**src/rtl/cgra_pkg.sv**
```systemverilog
// Shared CGRA types: writeback FIFO entry layout and the register-file
// defaults it is sized from.
package cgra_pkg;

  localparam int RF_DEPTH     = 4;
  localparam int RF_NSEL      = $clog2(RF_DEPTH);
  localparam int RF_WIDTH     = 32;
  localparam int WB_BUF_DEPTH = 2;

  typedef struct packed {
    logic [RF_NSEL-1:0]  wsel;
    logic [RF_WIDTH-1:0] data;
  } wb_entry_t;

endpackage

```
**src/rtl/rc_wb_fifo.sv**
```systemverilog
// Small synchronous FIFO of writeback entries; exposes every slot and its
// valid bit so the parent can scan pending writes for forwarding.
module rc_wb_fifo
  import cgra_pkg::*;
#(
  parameter  int DEPTH = WB_BUF_DEPTH,
  localparam int PTR_W = $clog2(DEPTH),
  localparam int CNT_W = PTR_W + 1
) (
  input  logic                  clk_i,
  input  logic                  rst_ni,
  input  logic                  clr_i,
  input  logic                  push_i,
  input  logic                  pop_i,
  input  wb_entry_t             wdata_i,
  output wb_entry_t             head_o,
  output logic                  full_o,
  output logic                  empty_o,
  output logic [PTR_W-1:0]      rd_ptr_o,
  output wb_entry_t [DEPTH-1:0] entries_o,
  output logic [DEPTH-1:0]      valid_o
);

  logic [PTR_W-1:0]      wr_ptr_q, wr_ptr_d;
  logic [PTR_W-1:0]      rd_ptr_q, rd_ptr_d;
  logic [CNT_W-1:0]      cnt_q, cnt_d;
  wb_entry_t [DEPTH-1:0] mem_q;
  logic                  do_push, do_pop;

  assign full_o  = (cnt_q == CNT_W'(DEPTH));
  assign empty_o = (cnt_q == '0);
  assign do_push = push_i & ~full_o & ~clr_i;
  assign do_pop  = pop_i & ~empty_o & ~clr_i;

  always_comb begin
    wr_ptr_d = wr_ptr_q;
    rd_ptr_d = rd_ptr_q;
    cnt_d    = cnt_q;
    if (clr_i) begin
      wr_ptr_d = '0;
      rd_ptr_d = '0;
      cnt_d    = '0;
    end else begin
      if (do_push) wr_ptr_d = wr_ptr_q + 1'b1;
      if (do_pop)  rd_ptr_d = rd_ptr_q + 1'b1;
      case ({do_push, do_pop})
        2'b10:   cnt_d = cnt_q + 1'b1;
        2'b01:   cnt_d = cnt_q - 1'b1;
        default: cnt_d = cnt_q;
      endcase
    end
  end

  // NOTE: sequential state uses non-blocking assignments so every flop samples
  // pre-edge values regardless of block evaluation order.
  always_ff @(posedge clk_i or negedge rst_ni) begin
    if (!rst_ni) begin
      wr_ptr_q <= '0;
      rd_ptr_q <= '0;
      cnt_q    <= '0;
    end else begin
      wr_ptr_q <= wr_ptr_d;
      rd_ptr_q <= rd_ptr_d;
      cnt_q    <= cnt_d;
    end
  end

  // NOTE: entry storage is deliberately not reset; the pointers and count
  // define which slots hold live data, and consumers mask the rest.
  always_ff @(posedge clk_i) begin
    if (do_push) mem_q[wr_ptr_q] <= wdata_i;
  end

  // A slot is live when its distance from the read pointer is below the count.
  always_comb begin
    valid_o = '0;
    for (int i = 0; i < DEPTH; i++) begin
      logic [PTR_W-1:0] offs;
      offs       = PTR_W'(i) - rd_ptr_q;
      valid_o[i] = ({1'b0, offs} < cnt_q);
    end
  end

  assign head_o    = mem_q[rd_ptr_q];
  assign rd_ptr_o  = rd_ptr_q;
  assign entries_o = mem_q;

endmodule

```
**src/rtl/rc_writeback_buf.sv**
```systemverilog
// RC writeback stage: buffers ALU results for the register file, drains them
// under the CGRA clock-enable, and exports pending/forwarding state.
module rc_writeback_buf
  import cgra_pkg::*;
#(
  parameter int REGFILE_DEPTH = RF_DEPTH,
  parameter int REGFILE_NSEL  = $clog2(REGFILE_DEPTH),
  parameter int REGFILE_WIDTH = RF_WIDTH,
  parameter int BUF_DEPTH     = WB_BUF_DEPTH
) (
  input  logic                                         clk_i,
  input  logic                                         rst_ni,
  input  logic                                         ce_i,
  input  logic                                         clr_i,
  input  logic                                         res_valid_i,
  input  logic [REGFILE_WIDTH-1:0]                     res_i,
  input  logic [REGFILE_NSEL-1:0]                      res_wsel_i,
  input  logic                                         res_wen_i,
  input  logic                                         res_oen_i,
  output logic                                         ready_o,
  output logic                                         we_o,
  output logic [REGFILE_NSEL-1:0]                      wsel_o,
  output logic [REGFILE_WIDTH-1:0]                     reg_o,
  output logic [REGFILE_WIDTH-1:0]                     rc_out_o,
  output logic [REGFILE_DEPTH-1:0]                     pend_o,
  output logic [REGFILE_DEPTH-1:0][REGFILE_WIDTH-1:0]  fwd_o,
  output logic                                         ovf_o
);

  localparam int PTR_W = $clog2(BUF_DEPTH);

  wb_entry_t                 push_entry, head;
  wb_entry_t [BUF_DEPTH-1:0] entries;
  logic      [BUF_DEPTH-1:0] valid;
  logic      [PTR_W-1:0]     rd_ptr;
  logic                      full, empty, push, pop;
  logic                      ovf_q, ovf_d;
  logic [REGFILE_WIDTH-1:0]  rc_out_q, rc_out_d;

  assign ready_o    = ~full;
  assign we_o       = ~empty;
  assign push       = res_valid_i & res_wen_i & ready_o;
  assign pop        = ce_i & we_o;
  assign push_entry = '{wsel: res_wsel_i, data: res_i};

  rc_wb_fifo #(
    .DEPTH(BUF_DEPTH)
  ) u_fifo (
    .clk_i    (clk_i),
    .rst_ni   (rst_ni),
    .clr_i    (clr_i),
    .push_i   (push),
    .pop_i    (pop),
    .wdata_i  (push_entry),
    .head_o   (head),
    .full_o   (full),
    .empty_o  (empty),
    .rd_ptr_o (rd_ptr),
    .entries_o(entries),
    .valid_o  (valid)
  );

  // Head slot contents are undefined while empty, so present zeros instead.
  assign wsel_o = we_o ? head.wsel : '0;
  assign reg_o  = we_o ? head.data : '0;

  // Walk oldest to newest so a later match overrides an earlier one.
  always_comb begin
    pend_o = '0;
    fwd_o  = '0;
    for (int k = 0; k < BUF_DEPTH; k++) begin
      logic [PTR_W-1:0] idx;
      idx = rd_ptr + PTR_W'(k);
      if (valid[idx]) begin
        pend_o[entries[idx].wsel] = 1'b1;
        fwd_o[entries[idx].wsel]  = entries[idx].data;
      end
    end
  end

  always_comb begin
    ovf_d    = ovf_q;
    rc_out_d = rc_out_q;
    if (clr_i) begin
      ovf_d    = 1'b0;
      rc_out_d = '0;
    end else begin
      if (res_valid_i & res_wen_i & ~ready_o) ovf_d = 1'b1;
      if (res_valid_i & res_oen_i)            rc_out_d = res_i;
    end
  end

  always_ff @(posedge clk_i or negedge rst_ni) begin
    if (!rst_ni) begin
      ovf_q    <= 1'b0;
      rc_out_q <= '0;
    end else begin
      ovf_q    <= ovf_d;
      rc_out_q <= rc_out_d;
    end
  end

  assign ovf_o    = ovf_q;
  assign rc_out_o = rc_out_q;

endmodule

```
**config.mk**
```make
export PLATFORM = sky130hd
export DESIGN_NAME = rc_writeback_buf
export DESIGN_NICKNAME = d
export VERILOG_FILES = /design/src/rtl/cgra_pkg.sv /design/src/rtl/rc_wb_fifo.sv /design/src/rtl/rc_writeback_buf.sv
export SDC_FILE = /design/constraint.sdc
export NUM_CORES = 1
export LEC_CHECK = 0
export BUFFER_PORTS_ARGS = -buffer_cell sky130_fd_sc_hd__buf_2
export CORE_ASPECT_RATIO = 0.5
export CORE_MARGIN = 5
export CORE_UTILIZATION = 50
export DETAILED_ROUTE_END_ITERATION = 8
export PLACE_DENSITY_LB_ADDON = 0.1
export SLEW_MARGIN = 20
export SYNTH_ARGS = -nofsm -noshare
export SYNTH_HDL_FRONTEND = slang
export SYNTH_SLANG_ARGS = --single-unit
```
**constraint.sdc**
```tcl
create_clock -name clk_i -period 7.75 [get_ports clk_i]
set_clock_uncertainty 0.1 [all_clocks]
set_input_delay 1.55 -clock clk_i [delete_from_list [all_inputs] [get_ports clk_i]]
set_output_delay 1.55 -clock clk_i [all_outputs]
set_load 0.1 [all_outputs]
```
---- Word level (Yosys, flattened, before mapping) ----
Index checks and enable logic that the tools add are counted.
cells by class
  $lt $le $gt $ge ......................... 10
  shifts and indexed selects .............. 0
  bitwise operators ....................... 14
  multiply operators ...................... 0
  eq/ne operators ......................... 3
  divide/modulo/power cells ............... 0
  reduce and logical (&&, ||, !) cells .... 9
  mux-type cells .......................... 36
  add/subtract/negate cells ............... 6
operators with widths
  kind                                                                    count
  128-bit two-way mux                                                     2
  34-bit two-way mux                                                      5
  32-bit two-way mux                                                      5
  128-bit AND                                                             1
  128-bit bitwise mux                                                     1
  32-bit demux with 2-bit select                                          2
  68-bit bitwise mux                                                      1
  34-bit demux with 1-bit select                                          1
  1-bit two-way mux                                                       12
  1-bit AND                                                               9
  4-bit two-way mux                                                       2
  2-bit nonzero test                                                      4
  1-bit by 2-bit < comparator with 1-bit output (second input constant)   3
  2-bit by 3-bit < comparator with 1-bit output (second input constant)   2
  1-bit demux with 2-bit select                                           2
  2-bit == test (second input constant)                                   2
  2-bit by 1-bit >= comparator with 1-bit output (second input constant)  2
  1-bit by 2-bit < comparator with 1-bit output                           2
  2-bit two-way mux                                                       2
  4-bit OR                                                                1
  2-bit one-hot mux with 2 select lines                                   1
  1-bit logical AND                                                       3
  1-bit NOT                                                               3
  3-bit nonzero test                                                      1
  7 further kinds                                                         9
storage, ports and cells
  bits in latches ......................... 0
  bits of input ports ..................... 41
  ROM bits ................................ 0
  output and inout port bits .............. 201
  register bits ........................... 105
  logic and storage cells ................. 87
  memory bits (writable) .................. 0
  memories ................................ 0

---- Longest topological paths before layout ----
  word-level depth ........................ 10
  depth in mapped cells ................... 8
  depth with buffers taken out ............ 5

---- By module ----
From an unflattened synthesis, not the netlist that was laid out.
second synthesis, totals
  cell total of the unflattened synthesis .. 507
  area, all modules ....................... 6107.1 um2
modules (own cells, without submodules)
  module            area each (um2)  cells an instance  seq. area each (um2)  times used
  rc_writeback_buf  3424.5           373                825.8                 1
  rc_wb_fifo        2682.6           134                2142.1                1

---- Least setup slack after synthesis ----
Ideal clock, no wire load.
  path type ............................... register -> output
  start point ............................. register u_fifo.cnt_q[0]
  end point ............................... output port fwd_o[10] (netlist bit)
  arrival ................................. 3.390 ns
  path slack .............................. 2.710 ns
  path buffers ............................ 3
  stages on the path, launching flop included .. 9
  data required time ...................... 6.100 ns
  cell sequence ........................... dfrtp_1 buf_4 nor2_1 inv_1 o211a_1 buf_2 buf_2 nand3_1 a22oi_1
RTL lines
  what                    line                    text
  from (decl)             rc_wb_fifo.sv:26        logic [CNT_W-1:0] cnt_q, cnt_d;
  from (signal assigned)  rc_wb_fifo.sv:64        cnt_q <= cnt_d;
  to (decl)               rc_writeback_buf.sv:26  output logic [REGFILE_DEPTH-1:0][REGFILE_WIDTH-1:0] fwd_o,

==> results by group <==
Pwr
  • Leakage: 4.49 nW
  • Peak supply drop: 0.0931 mV
  • Cell Pwr Density: 176 nW/um^2
  • Final Power: between 1.5 and 2 mW

Synthesis
  • Synthesized flop and latch total: 105
  • Total nets after synthesis: approximately 1,200
  • Ys Warns: 0
  • Gate count of the mapped netlist: 1,112
  • Unique masters post-synth: 43
  • EDFF count, synth: 68
  • Mapped Area: 9530 sq um
  • Post-synth ARST share: 0.352
  • Syn avg cell area: 8.57 sq um
  • Ys flop type: edfxtp_1
  • Post-synthesis sequential area ratio: 0.311

CTS
  • Clk slew on worst S/H paths: 0.07 ns
  • Hold buffers post-CTS: 0
  • Clk root buf: clkbuf_16
  • CTS tree: built
  • Bufs on Longest Clock Path: 2
  • Worst skew pair latency: 0.36 ns
  • Max H-tree Level: 3
  • Post-CTS Repair Setup Buffers: 0
  • Num CTS Buffers: 9
  • Clock sinks: ~110
  • Post-CTS Resized: 0

Placed design
  • Number of port buffers: approximately 240
  • Placed cells: roughly 1,400
  • DP Wirelength: 21,100 um
  • GPL Wtd Cong: around 0.84

Timing
  • RSZ-0062 raised after global routing: no
  • Slew Limit Headroom: 0.382
  • Final Max Tran Viols: 0
  • Final Hold Viols: 0
  • Final worst path period need: 5.66 ns
  • Setup TNS: 0 ns
  • Fmax: ~180 MHz
  • Setup violators final: 0
  • Final period util: 0.730
  • Worst-Margin Slew: 0.924 ns

Finish
  • Most frequent cells in the layout: buf_2, nand2_1, nor3b_1, a21oi_1, edfxtp_1
  • Fin cells: around 1,500
  • Final core utilization: 0.572
  • Share of cells above drive strength 1: 0.284
  • Nets: 1,227
  • Area delta synth->final: 11.4%
  • Diodes inserted: 0
  • Most common cell after layout, fill and taps aside: buf_2

Critical path
  • Arr. time, crit path: 4.01 ns
  • Kind of critical path: flip-flop to output port
  • Crit-path most repeated cell: buf_4
  • Critical Path End Type: output port
  • Startpoint Class: flip-flop
  • Largest fanout on the critical path: 78
  • CP Cell Sequence: buf_4 > o211a_2 > buf_4 > a32oi_1 > a22oi_1 > buf_2
  • RR Endpoint: u_fifo.entries_o[43]
  • Crit-path max cell delay: 0.96 ns
  • Buf+Inv Stages, Crit Path: 3
  • Flop-to-flop setup slack: 5.13 ns
  • RR Startpoint: u_fifo.cnt_q[1]
  • Critical Path RT: 6.10 ns
  • CP delay by family, top: buffers and inverters
  • Slowest stage cell, crit path: dfrtp_4
  • FF-to-FF path depth: 5

Drt
  • Drt initial violations: 1,031
  • Final WL: 33,200 um
  • WL per Instance: 22.9 um
  • First-pass DRT Iterations: 7
  • Antenna Nets Post-Route: 0
  • Vias after detailed routing: 9,442
  • DRC violations left: 0
  • DR vias/cell: between 6 and 7

Die
  • Die ar.: about 22,000 sq um
  • Io pins: 242
  • Core area: around 19,000 sq um
  • Initial Util: 0.513
  • Row cnt: 35
  • Height of the die: 108 um
  • Chip width: 205 um

Worst hold path
  • WHS Endpoint: rc_out_o[13]
  • HP Start: rc_out_o[13]
  • HP Class: flip-flop to flip-flop
  • Hold path depth: 1

Global routing
  • Vias in the first global route: 8,516
  • Gr usage total: 0.288
  • Grt ovf: 0
  • Initial antenna violation count: 0
  • Largest net degree at the start of global routing: 85
  • First-pass GRT wire length: 50,300 um

Run status
  • Status: completed

Flow run
  • Max-Cap Viols: 0
## routing by layer
layer | global-route usage | vias to the layer above | part of all wire
met2 | 0.455 | 513 | 0.45
met1 | 0.412 | 4604 | 0.44
met3 | 0.0548 | 40 | 0.096
met5 | 0 | - | 0
li1 | - | 4285 | -
met4 | 0.0640 | 0 | 0.014
## cell families (layout without fill, tap and decap cells)
family / after synthesis / after routing / synth area share
DFF: 105 / 105 / 0.311
buffers and inverters: 201 / 280 / 0.107
xor gates and xnor gates: 1 / 1 / 0.000919
muxes: 34 / 34 / 0.0357
AOI/OAI and AO/OA: 375 / 375 / 0.315
and+or+nand+nor: 396 / 396 / 0.230
## worst max path at each step
| stage | start | cells after the start | to |
|---|---|---|---|
| after global placement | u_fifo.rd_ptr_o | 6 | fwd_o[14] |
| after CTS | u_fifo.rd_ptr_o | 7 | fwd_o[83] |
| after floorplan | u_fifo.cnt_q[0] | 8 | fwd_o[10] |
| after global routing | u_fifo.rd_ptr_o | 7 | fwd_o[92] |
| final | u_fifo.rd_ptr_o | 6 | fwd_o[25] |
| after detailed placement | u_fifo.rd_ptr_o | 7 | fwd_o[83] |
## report_power, final
| group | switching (mW) | internal [mW] | total [mW] |
|---|---|---|---|
| combinational | 0.609 | 0.136 | 0.745 |
| sequential | 0.0276 | 0.615 | 0.642 |
| clock | 0.222 | 0.261 | 0.483 |
| total | 0.858 | 1.01 | 1.87 |
## final cells by class
| type | count | area, sq um |
|---|---|---|
| Sequential cell | 105 | 2970 |
| Clock inverter | 6 | 65.1 |
| Timing Repair Buffer | 259 | 1380 |
| Tap cell | 259 | 324 |
| Inverter | 5 | 18.8 |
| Multi-Input combinational cell | 806 | 5620 |
| Clock buffer | 10 | 239 |
| Fill cell | 1704 | 7950 |
## Yosys cell counts (all sizes together) (2+ instances only)
cell type	instances	share of area
mux2i	34	0.036
nor2b	3	0.0020
and3	3	0.0020
nor2	42	0.017
nand4b	2	0.0018
clkbuf	94	0.041
nand3b	2	0.0016
dfrtp	37	0.097
a22o	34	0.031
edfxtp	68	0.21
a21o	66	0.052
inv	5	0.0020
a32oi	64	0.059
o21ai	6	0.0035
buf	102	0.064
a31oi	2	0.0013
nand2	138	0.055
o22a	64	0.059
nor3b	131	0.11
and3b	5	0.0046
a22oi	64	0.067
a21oi	71	0.038
nand3	65	0.036
## per-stage QoR
step           area (sq um)  hold WS (ns)  setup slack (ns)
5_1_grt               10600         0.419              1.85
3_3_place_gp          10300         0.382              2.65
6_report              10600         0.398              2.09
2_1_floorplan          9530         0.435              2.71
3_5_place_dp          10300         0.385              2.56
4_1_cts               10600         0.405              2.15
## registers in the layout (all words and copies together) (netlist names)
name              count
rc_out_o             32
u_fifo.rd_ptr_o       1
ovf_o                 1
u_fifo.wr_ptr_q       1
u_fifo.cnt_q          2
u_fifo.entries_o     68
(Power assumes the default switching activity.)
